[config.mk]
export PLATFORM = sky130hd
export DESIGN_NAME = controlador_display
export DESIGN_NICKNAME = d
export VERILOG_FILES = /design/src/rtl/controlador_display.sv
export SDC_FILE = /design/constraint.sdc
export NUM_CORES = 1
export LEC_CHECK = 0
export CAP_MARGIN = 20
export CORE_MARGIN = 4
export CORE_UTILIZATION = 50
export CTS_BUF_LIST = sky130_fd_sc_hd__clkbuf_4 sky130_fd_sc_hd__clkbuf_8
export CTS_CLUSTER_DIAMETER = 60
export DETAILED_ROUTE_END_ITERATION = 8
export PLACE_DENSITY = 0.75
export SLEW_MARGIN = 40
export SYNTH_ARGS = -nofsm -noshare
export SYNTH_HDL_FRONTEND = slang
export SYNTH_SLANG_ARGS = --single-unit
[constraint.sdc]
create_clock -name clk -period 5.25 [get_ports clk]
set_clock_uncertainty 0.1 [all_clocks]
set_input_delay 0.525 -clock clk [delete_from_list [all_inputs] [get_ports clk]]
set_output_delay 0.525 -clock clk [all_outputs]
set_load 0.01 [all_outputs]
[src/rtl/controlador_display.sv]
// Switch debounce and two-digit seven-segment scan controller for the Gray-switch display path.
// Optional build macro LEADING_ZERO_BLANK_EN: blank the tens digit when it is zero.
module controlador_display #(
  parameter int DEBOUNCE_CYCLES = 270000,
  parameter int REFRESH_CYCLES  = 27000,
  parameter int BLANK_CYCLES    = 270
) (
  input  logic       clk,
  input  logic       rst,
  input  logic [3:0] gray_in,
  output logic [3:0] gray_out,
  input  logic [3:0] bin_in,
  output logic       new_value,
  output logic [3:0] digit_val,
  output logic [1:0] anodo
);

  localparam int DW = (DEBOUNCE_CYCLES > 2) ? $clog2(DEBOUNCE_CYCLES) : 1;
  localparam int PMAX = (REFRESH_CYCLES > BLANK_CYCLES) ? REFRESH_CYCLES : BLANK_CYCLES;
  localparam int PW = (PMAX > 2) ? $clog2(PMAX) : 1;

  // The accepting edge is the one on which the counter would reach DEBOUNCE_CYCLES-1.
  localparam logic [DW-1:0] DB_HIT   = DW'(DEBOUNCE_CYCLES - 2);
  localparam logic [PW-1:0] REF_LAST = PW'(REFRESH_CYCLES - 1);
  localparam logic [PW-1:0] BLK_LAST = PW'(BLANK_CYCLES - 1);

  typedef enum logic [1:0] {
    S_BLANK2 = 2'd0,
    S_UNITS  = 2'd1,
    S_BLANK1 = 2'd2,
    S_TENS   = 2'd3
  } scan_state_t;

  logic [3:0]    sync1;
  logic [3:0]    sync2;
  logic [3:0]    sync2_prev;
  logic [DW-1:0] db_cnt;

  scan_state_t   scan_state;
  logic [PW-1:0] phase;
  logic          phase_done;
  logic [3:0]    disp;

  function automatic logic [3:0] units_of(input logic [3:0] v);
    return (v >= 4'd10) ? (v - 4'd10) : v;
  endfunction

  function automatic logic [3:0] tens_of(input logic [3:0] v);
    return (v >= 4'd10) ? 4'd1 : 4'd0;
  endfunction

  // Input path: two-flop synchronizer, then a stability counter against the accepted code.
  always_ff @(posedge clk or posedge rst) begin
    if (rst) begin
      sync1      <= 4'd0;
      sync2      <= 4'd0;
      sync2_prev <= 4'd0;
      db_cnt     <= '0;
      gray_out   <= 4'd0;
      new_value  <= 1'b0;
    end else begin
      sync1      <= gray_in;
      sync2      <= sync1;
      sync2_prev <= sync2;
      new_value  <= 1'b0;
      if (sync2 == gray_out) begin
        db_cnt <= '0;
      end else if (sync2 != sync2_prev) begin
        db_cnt <= '0;
      end else if (db_cnt == DB_HIT) begin
        gray_out  <= sync2;
        new_value <= 1'b1;
        db_cnt    <= '0;
      end else begin
        db_cnt <= db_cnt + 1'b1;
      end
    end
  end

  always_comb begin
    phase_done = 1'b0;
    case (scan_state)
      S_UNITS, S_TENS:   phase_done = (phase == REF_LAST);
      S_BLANK1, S_BLANK2: phase_done = (phase == BLK_LAST);
      default:           phase_done = 1'b1;
    endcase
  end

  // Scan FSM: disp is only loaded when leaving S_BLANK2 so a frame never mixes two values.
  always_ff @(posedge clk or posedge rst) begin
    if (rst) begin
      scan_state <= S_BLANK2;
      phase      <= '0;
      disp       <= 4'd0;
      anodo      <= 2'b11;
      digit_val  <= 4'd0;
    end else if (!phase_done) begin
      phase <= phase + 1'b1;
    end else begin
      phase <= '0;
      case (scan_state)
        S_BLANK2: begin
          scan_state <= S_UNITS;
          disp       <= bin_in;
          anodo      <= 2'b10;
          digit_val  <= units_of(bin_in);
        end
        S_UNITS: begin
          scan_state <= S_BLANK1;
          anodo      <= 2'b11;
        end
        S_BLANK1: begin
          scan_state <= S_TENS;
`ifdef LEADING_ZERO_BLANK_EN
          if (tens_of(disp) == 4'd0) begin
            anodo     <= 2'b11;
            digit_val <= 4'd0;
          end else begin
            anodo     <= 2'b01;
            digit_val <= tens_of(disp);
          end
`else
          anodo      <= 2'b01;
          digit_val  <= tens_of(disp);
`endif
        end
        S_TENS: begin
          scan_state <= S_BLANK2;
          anodo      <= 2'b11;
        end
        default: begin
          scan_state <= S_BLANK2;
          anodo      <= 2'b11;
        end
      endcase
    end
  end

endmodule

Word-level counts from Yosys, hierarchy flattened --
Cells that the tools add are included.
Storage, ports and cells: register bits after elaboration 63, output and inout port bits 11
Cells by class: reductions and logical operators 7, equality and inequality tests 8, multiplexer cells 13, add/subtract/negate cells 3, $lt $le $gt $ge 2, bitwise logic cells 2
Operators by type and width (number):
- $mux W19 | 3
- $add A19 B1 Y19 const B | 1
- $eq A19 B19 Y1 const B | 1
- $add A15 B1 Y15 const B | 1
- $eq A15 B15 Y1 const B | 1
- $eq A15 B9 Y1 const B | 1
- $mux W15 | 1
- $ge A4 B4 Y1 const B | 2
- $pmux W2 S4 | 1
- $pmux W4 S2 | 1
- $pmux W2 S3 | 1
- $eq A2 B2 Y1 const B | 2
- $eq A4 B4 Y1 | 1
- $mux W1 | 4
- $mux W4 | 1
- $ne A4 B4 Y1 | 1
- $reduce_and A2 Y1 | 2
- $reduce_or A2 Y1 | 2
- $sub A4 B4 Y4 const B | 1
- $reduce_and A3 Y1 | 1
- $eq A2 B1 Y1 const B | 1
- $logic_not A2 Y1 | 1
- $not A1 Y1 | 2
- $pmux W1 S2 | 1
- $reduce_bool A2 Y1 | 1

Depth between registers and ports, before layout --
Gate-level depths: netlist of the first run.
word-level depth 4, depth in mapped cells 9, gate-level depth less buffers 7

Worst setup path after synthesis of the first run --
OpenSTA, ideal clock, no wires.
path kind register to register, from register scan_state[0], to register disp[1], buffers on the path 0, setup slack 3.120 ns, period minus slack after synthesis 2.130 ns, cell stages (with the launch flop) 8, arrival 1.905 ns, cells stage by stage dfrtp_1 inv_1 ha_1 nor2_1 mux2i_1 nor4_4 nand2_4 mux2_4
Between the ends: longest elaborated chain between the ends 4, elaborated cells on any way between the ends 8, classes of those cells eq/ne (3); mux (1); reduce/logical (4)
Ends and longest elaborated chain:
- start: declaration | line 39 | scan_state_t scan_state;
- start signal: assignment | line 92 | scan_state <= S_BLANK2;
- start signal: assignment | line 103 | scan_state <= S_UNITS;
- start signal: assignment | line 109 | scan_state <= S_BLANK1;
- $eq A2 B2 Y1, or another cell as far along | line 82 | case (scan_state)
- $reduce_or A2 Y1, on equally long branches
- $pmux W1 S2 | line 82
- $reduce_and A2 Y1 (no source line) (*)
- end signal: assignment | line 104 | disp <= bin_in;
- end: declaration | line 42 | logic [3:0] disp;
Mark *: on every way between the ends. The rest lies on a longest branch, timed or not. A chain may end at the register's enable or synchronous reset.

Final worst setup path of the first run --
Ends and elaborated chain as after synthesis.

==> flow_summary_export.csv, run 1 <==
group,metric,value,unit
setup_path,crit_family,"simple AND/OR/NAND/NOR gates",
floorplanning,dieArea,0.00690,sq mm
clocking,cts_tree,"done",
synthesis,synth.avg_cell_area,10.8,sq um
timing,fin_tns_setup,0,ns
timing,fin_crit,2.70,ns
global_route,grtUsageMet1,0.197,
placement,gp_congestion,0.739,
timing,finalSetupViolations,0,
clocking,ctsResizeCount,0,
global_route,grt_usage,0.152,
finish,layout_common_cells,"dfrtp_1 (60), nor2_1 (43), xor2_1 (24), nand2_1 (23), clkdlybuf4s50_1 (20)",
floorplanning,core.rowCount,27,
power,vdd_drop_max,192,uV
placement,placed_area,0.00310,sq mm
timing,fin_ws,2.55,ns
global_route,grt_pass1_wl,8590,microns
detailed_routing,ant_nets,0,
setup_path,cp_max_fo,12,
power,p_leak,1.44,nW
floorplanning,die_w,83.1,microns
detailed_routing,wl_per_cell,12.8,microns
setup_path,end_kind,"flop",
status,status,"completed",
finish,diodes,0,
clocking,cts_root_buffer,"clkbuf_8",
detailed_routing,routed_wl,4670,microns
finish,postLayoutCellArea,0.00331,sq mm
clocking,insertion_delay,0.33,ns
synthesis,synth_top_family_by_area,"simple AND/OR/NAND/NOR gates",
flow_run,cap_violations,0,
clocking,ctsHoldBuffers,0,
synthesis,ys.warnings.count,0,
setup_path,slowest_delay,0.50,ns
power,power.density,287,mW/mm^2
clocking,cts_buffer_depth,2,
detailed_routing,drc_errors,0,
min_path,hold_path.class,"flop to flop",
timing,fmax,0.371,GHz
clocking,cts_buffers,9,
floorplanning,io_pins,21,
finish,drive_above_1_share,0.106,
finish,fillers,467,
setup_path,path_class,"flop to flop",
timing,fin_crit_sh,0.514,
global_route,top_usage_layer,"met2",
synthesis,syn_nets,278,
synthesis,synth.ff_latch_count,62,
floorplanning,initial_utilization,0.515,
global_route,grt_max_degree,63,
setup_path,crit_buf_inv,2,
global_route,antenna_found_initial,0,
global_route,grt_pass1_vias,1851,
synthesis,synth_cell_types,35,
setup_path,worstPathArrival,2.81,ns
timing,rsz0062_at_grt,"false",
floorplanning,core_area,0.00547,sq mm
global_route,grt_use_met2,0.239,
detailed_routing,drtPass1Iterations,4,
detailed_routing,via_count,1843,
floorplanning,die_h,83.1,microns
setup_path,critical-path-slowest-cell,"nor4_4",
clocking,clock-sinks,62,
timing,finalMaxSlewViolations,0,
synthesis,synthCells,261,
finish,num-nets-final,305,
timing,hold_viol,0,
synthesis,ys_seq_area_frac,0.551,
finish,final_common_cell,"dfrtp_1",
placement,place_hpwl,3130,microns
synthesis,synthAdderAreaFrac,0.0311,
global_route,grt_remaining_overflow,0,
placement,port_buffers,20,
synthesis,syn-cell-area,0.00282,sq mm
synthesis,synth_compound_area_frac,0.0280,
timing,worst_slew_pin_slew,0.721,ns
setup_path,path_cells,"inv_1 -> ha_1 -> nor2_1 -> mux2i_1 -> nor4_4 -> buf_4 -> nand2_4 -> mux2_4",
global_route,met3_usage,0.0486,
detailed_routing,drtIter0Drc,75,
finish,syn2layout_area_growth,17.6,%
detailed_routing,avgViaCountPerCell,5.05,
synthesis,synthMuxAreaShare,0.0462,
synthesis,yosys.area_share.simple,0.206,
clocking,htreeDepth,3,
placement,pre_cts_ws,2.60,ns
clocking,cts_setup_buffers,0,
timing,relSlewSlack,0.519,
clocking,clkTransAtPathRegs,0.07,ns
setup_path,start_kind,"flop",
setup_path,crit_required,5.36,ns
power,p_total,0.000952,W
synthesis,synth-xor-area-share,0.118,
## stage by stage
stage / std cells / hold WS, ns / util
global route: 365 / 0.261 / 0.606
CTS: 365 / 0.253 / 0.605
finish: 365 / 0.252 / 0.606
global placement: 348 / 0.233 / 0.565
detailed placement: 349 / 0.237 / 0.566
floorplan: 261 / 0.231 / -
## worst paths after layout
check | from | end | slack (ns) | cells past startpoint
worst max-delay path | scan_state[0] | disp[1] | 2.55 | 8
worst min-delay path | sync1[2] | sync2[2] | 0.25 | 0
worst max register to register | scan_state[0] | disp[1] | 2.55 | 8
worst min register to register | sync1[2] | sync2[2] | 0.25 | 0
max in group asynchronous | rst | anodo[1] | 4.12 | 3
min in group asynchronous | rst | gray_out[0] | 0.55 | 3
## layer usage
| layer | wire length (microns) | up-vias | share of wire |
|---|---|---|---|
| met1 | 2260 | 875 | 0.48 |
| met2 | 2220 | 32 | 0.48 |
| met3 | 174 | 2 | 0.037 |
| met4 | 14 | 0 | 0.0030 |
| met5 | 0 | - | 0 |
| li1 | - | 934 | - |
## cells in the mapped netlist, drive strengths merged
library cell | instances | share of area
o2111ai | 1 | 0.0031
buf | 3 | 0.0053
mux2 | 7 | 0.032
nor4 | 3 | 0.012
a211o | 1 | 0.0031
and3 | 8 | 0.018
o41ai | 1 | 0.0031
xor2 | 24 | 0.075
a21oi | 3 | 0.0053
xnor2 | 14 | 0.043
nand2b | 3 | 0.0067
inv | 8 | 0.011
dfrtp | 60 | 0.53
nor4b | 2 | 0.0062
mux2i | 4 | 0.014
nand4 | 7 | 0.016
and2 | 2 | 0.0044
nand4b | 1 | 0.0031
and4b | 1 | 0.0036
nor3 | 6 | 0.011
nand3 | 12 | 0.021
nand2 | 24 | 0.035
and4 | 1 | 0.0031
ha | 7 | 0.031
a22oi | 1 | 0.0027
dfstp | 2 | 0.019
o21ai | 6 | 0.011
clkbuf | 3 | 0.0040
nor2 | 43 | 0.057
or4 | 3 | 0.0093
## cells by family (layout without fill, tap and decap cells)
logic type | Yosys count | after routing
simple gates | 116 | 116
flops | 62 | 62
xor+xnor | 38 | 38
buf+inv | 14 | 46
compound gates | 13 | 13
mux | 11 | 11
fa+ha+maj | 7 | 7
## power by group
part | switching, W | internal, W | leakage, nW
clock network | 0.000181 | 0.000252 | 0.103
registers | 0.00000428 | 0.000484 | 0.789
logic | 0.0000174 | 0.0000129 | 0.548
total | 0.000203 | 0.000749 | 1.44
## flip-flops by register name, indices dropped and copies added (netlist names)
signal and cells:
anodo 2, scan_state 2, gray_out 4, sync2_prev 4, sync1 4, new_value 1, phase 15, db_cnt 19
digit_val 4, disp 3, sync2 4
## final cells by class
| cell class | instances | area (sq um) | area share |
|---|---|---|---|
| inverters | 8 | 30.0 | 0.00906 |
| well taps | 72 | 90.1 | 0.0272 |
| repair buffers | 22 | 219 | 0.0661 |
| flip-flops and latches | 62 | 1550 | 0.469 |
| multi-input cells | 185 | 1210 | 0.365 |
| clock inverters | 4 | 53.8 | 0.0162 |
| clock buffers | 12 | 159 | 0.0479 |
No activity file was read; power rests on OpenSTA's default activity.
==> run 2: changes to the inputs <==
==> constraint.sdc (replaced) <==
create_clock -name clk -period 2.64 [get_ports clk]
set_clock_uncertainty 0.1 [all_clocks]
set_input_delay 0.264 -clock clk [delete_from_list [all_inputs] [get_ports clk]]
set_output_delay 0.264 -clock clk [all_outputs]
set_load 0.01 [all_outputs]
==> run 2 against run 1 <==
- hold slack lost 0.049 ns
- cell count grew 0.82%
- critical path depth down 3
- via count is 3.5% higher
- routed wire length increased by 5.6%
- combinational power increased by 110%
- register-to-register slack worse by 2.2 ns
- critical endpoint is now gray_out[0]
- sequential power up 99%
- setup slack got worse by 2.2 ns
- core utilization grew 0.21 points
==> flow_summary_export.csv, run 2 (synthesis gave the netlist of run 1 again) <==
group,metric,value,unit
status,status,"completed",
clocking,insertion_delay,0.34,ns
global_route,grt_max_degree,37,
finish,top_register,"db_cnt",
timing,hold_viol,0,
finish,multiInputGateArea,0.00121,sq mm
flow_run,cap_violations,0,
timing,fin_crit_sh,0.864,
floorplanning,initial_utilization,0.515,
power,clockPowerShare,0.439,
floorplanning,die_h,83.1,microns
placement,port_buffers,20,
clocking,cts_setup_buffers,0,
detailed_routing,drtPass1Iterations,4,
clocking,cts_buffers,9,
global_route,grt_pass1_wl,9110,microns
detailed_routing,ant_nets,0,
timing,fin_tns_setup,0,ns
clocking,cts_buffer_depth,2,
setup_path,end_kind,"flop",
timing,rsz0062_at_grt,"false",
detailed_routing,avgViaCountPerCell,5.18,
min_path,hold_path.class,"primary input to asynchronous set/reset pin",
finish,num-nets-final,308,
clocking,cts_root_buffer,"clkbuf_8",
setup_path,r2r_slack,0.36,ns
power,p_leak,1.45,nW
finish,reg.largest.list,"db_cnt: 19 flops, phase: 15 flops",
floorplanning,io_pins,21,
floorplanning,dieArea,0.00690,sq mm
timing,fmax,0.439,GHz
finish,layout_common_cells,"dfrtp_1 (60), nor2_1 (43), xor2_1 (24), nand2_1 (23), clkdlybuf4s50_1 (20)",
setup_path,start_kind,"flop",
setup_path,worstReg2RegStart,"db_cnt[16]",
setup_path,r2r.worst_path.cells,5,
timing,finalMaxSlewViolations,0,
clocking,htreeDepth,3,
power,p_seq_frac,0.527,
global_route,antenna_found_initial,0,
clocking,cts_tree,"done",
detailed_routing,drtIter0Drc,93,
power,vdd_drop_max,389,uV
global_route,grt_pass1_vias,2005,
setup_path,cp_max_fo,4,
finish,largest_reg_flops,19,
detailed_routing,via_count,1907,
power,p_switching,0.000408,W
detailed_routing,drc_errors,0,
setup_path,timing.rr.end,"gray_out[0]",
setup_path,path_class,"flop to flop",
power,power.density,554,mW/mm^2
power,p_int,0.00143,W
finish,diodes,0,
power,switching_share,0.221,
clocking,ctsResizeCount,0,
setup_path,worstPathArrival,2.41,ns
detailed_routing,wl_per_cell,13.4,microns
timing,relSlewSlack,0.620,
placement,pre_cts_ws,0.367,ns
timing,fin_ws,0.360,ns
finish,seq_area,0.00155,sq mm
setup_path,crit_required,2.77,ns
floorplanning,core.rowCount,27,
finish,final_common_cell,"dfrtp_1",
placement,place_hpwl,3310,microns
floorplanning,die_w,83.1,microns
clocking,ctsHoldBuffers,0,
finish,drive_above_1_share,0.115,
timing,worst_slew_pin_slew,0.569,ns
floorplanning,core_area,0.00547,sq mm
detailed_routing,routed_wl,4930,microns
clocking,clock-sinks,62,
timing,finalSetupViolations,0,
power,p_comb_frac,0.034,
global_route,grt_remaining_overflow,0,
global_route,grt_usage,0.162,
clocking,clkTransAtPathRegs,0.07,ns
finish,fillers,453,
timing,fin_crit,2.28,ns
placement,gp_congestion,0.780,
finish,syn2layout_area_growth,18.0,%
[run 2: cell count changes in the layout (fill, tap and decap cells not counted), sizes merged]
cell and delta:
clkinvlp -1, clkbuf -2, clkinv +3, buf +3
[run 2: cell type report]
cell class,instances,share of cell area
Tap cell,72,0.0271
Sequential cell,62,0.467
Inverter,8,0.00903
Multi-Input combinational cell,185,0.363
Clock buffer,10,0.0395
Clock inverter,6,0.0184
Timing Repair Buffer,25,0.0752
[run 2: worst max path at each step]
stage | from | endpoint | slack, ns | depth (start not counted)
6_report | db_cnt[16] | gray_out[0] | 0.36 | 5
5_1_grt | db_cnt[16] | gray_out[2] | 0.14 | 5
4_1_cts | db_cnt[16] | gray_out[0] | 0.34 | 5
3_5_place_dp | db_cnt[16] | gray_out[0] | 0.37 | 5
3_3_place_gp | db_cnt[16] | gray_out[1] | 0.40 | 5
2_1_floorplan | scan_state[0] | disp[1] | 0.51 | 7
[run 2: power by group through the flow]
stage | Clock [W] | Sequential, W | Combinational [W]
6_report | 0.000808 | 0.000971 | 0.0000628
5_1_grt | 0.000881 | 0.000972 | 0.0000721
4_1_cts | 0.000827 | 0.000971 | 0.0000650
3_5_place_dp | 0 | 0.000989 | 0.0000644
3_3_place_gp | 0 | 0.000989 | 0.0000636
2_1_floorplan | 0 | 0.000987 | 0.0000361
[run 2: per-layer routing]
layer,global-route usage,routed length (microns)
met1,0.198,2260
met2,0.263,2440
met3,0.0645,182
met4,0.0505,43
met5,0,0
[run 2: critical path, stage by stage (launching register included)]
cell	delay [ns]
dfrtp_1	0.41
or4_1	0.52
nor4_1	0.31
nand4_1	0.17
nor2_1	0.29
mux2_2	0.38
[run 2: through the flow]
step,hold slack [ns],area [sq um],cells,utilization,total power [W]
after floorplan,0.195,2820,261,-,0.00102
after global placement,0.232,3130,352,0.572,0.00105
after detailed placement,0.235,3130,352,0.572,0.00105
after CTS,0.218,3330,368,0.608,0.00186
after global routing,0.235,3330,368,0.608,0.00193
final,0.202,3330,368,0.608,0.00184
==> run 3: changes to the inputs <==
--- a/config.mk
+++ b/config.mk
@@ -11,6 +11,7 @@
 export CTS_BUF_LIST = sky130_fd_sc_hd__clkbuf_4 sky130_fd_sc_hd__clkbuf_8
 export CTS_CLUSTER_DIAMETER = 60
 export DETAILED_ROUTE_END_ITERATION = 8
+export GPL_TIMING_DRIVEN = 1
 export PLACE_DENSITY = 0.75
 export SLEW_MARGIN = 40
 export SYNTH_ARGS = -nofsm -noshare
==> results of run 3 <==
Final layout, timing and power as in run 2 (identical DEF).
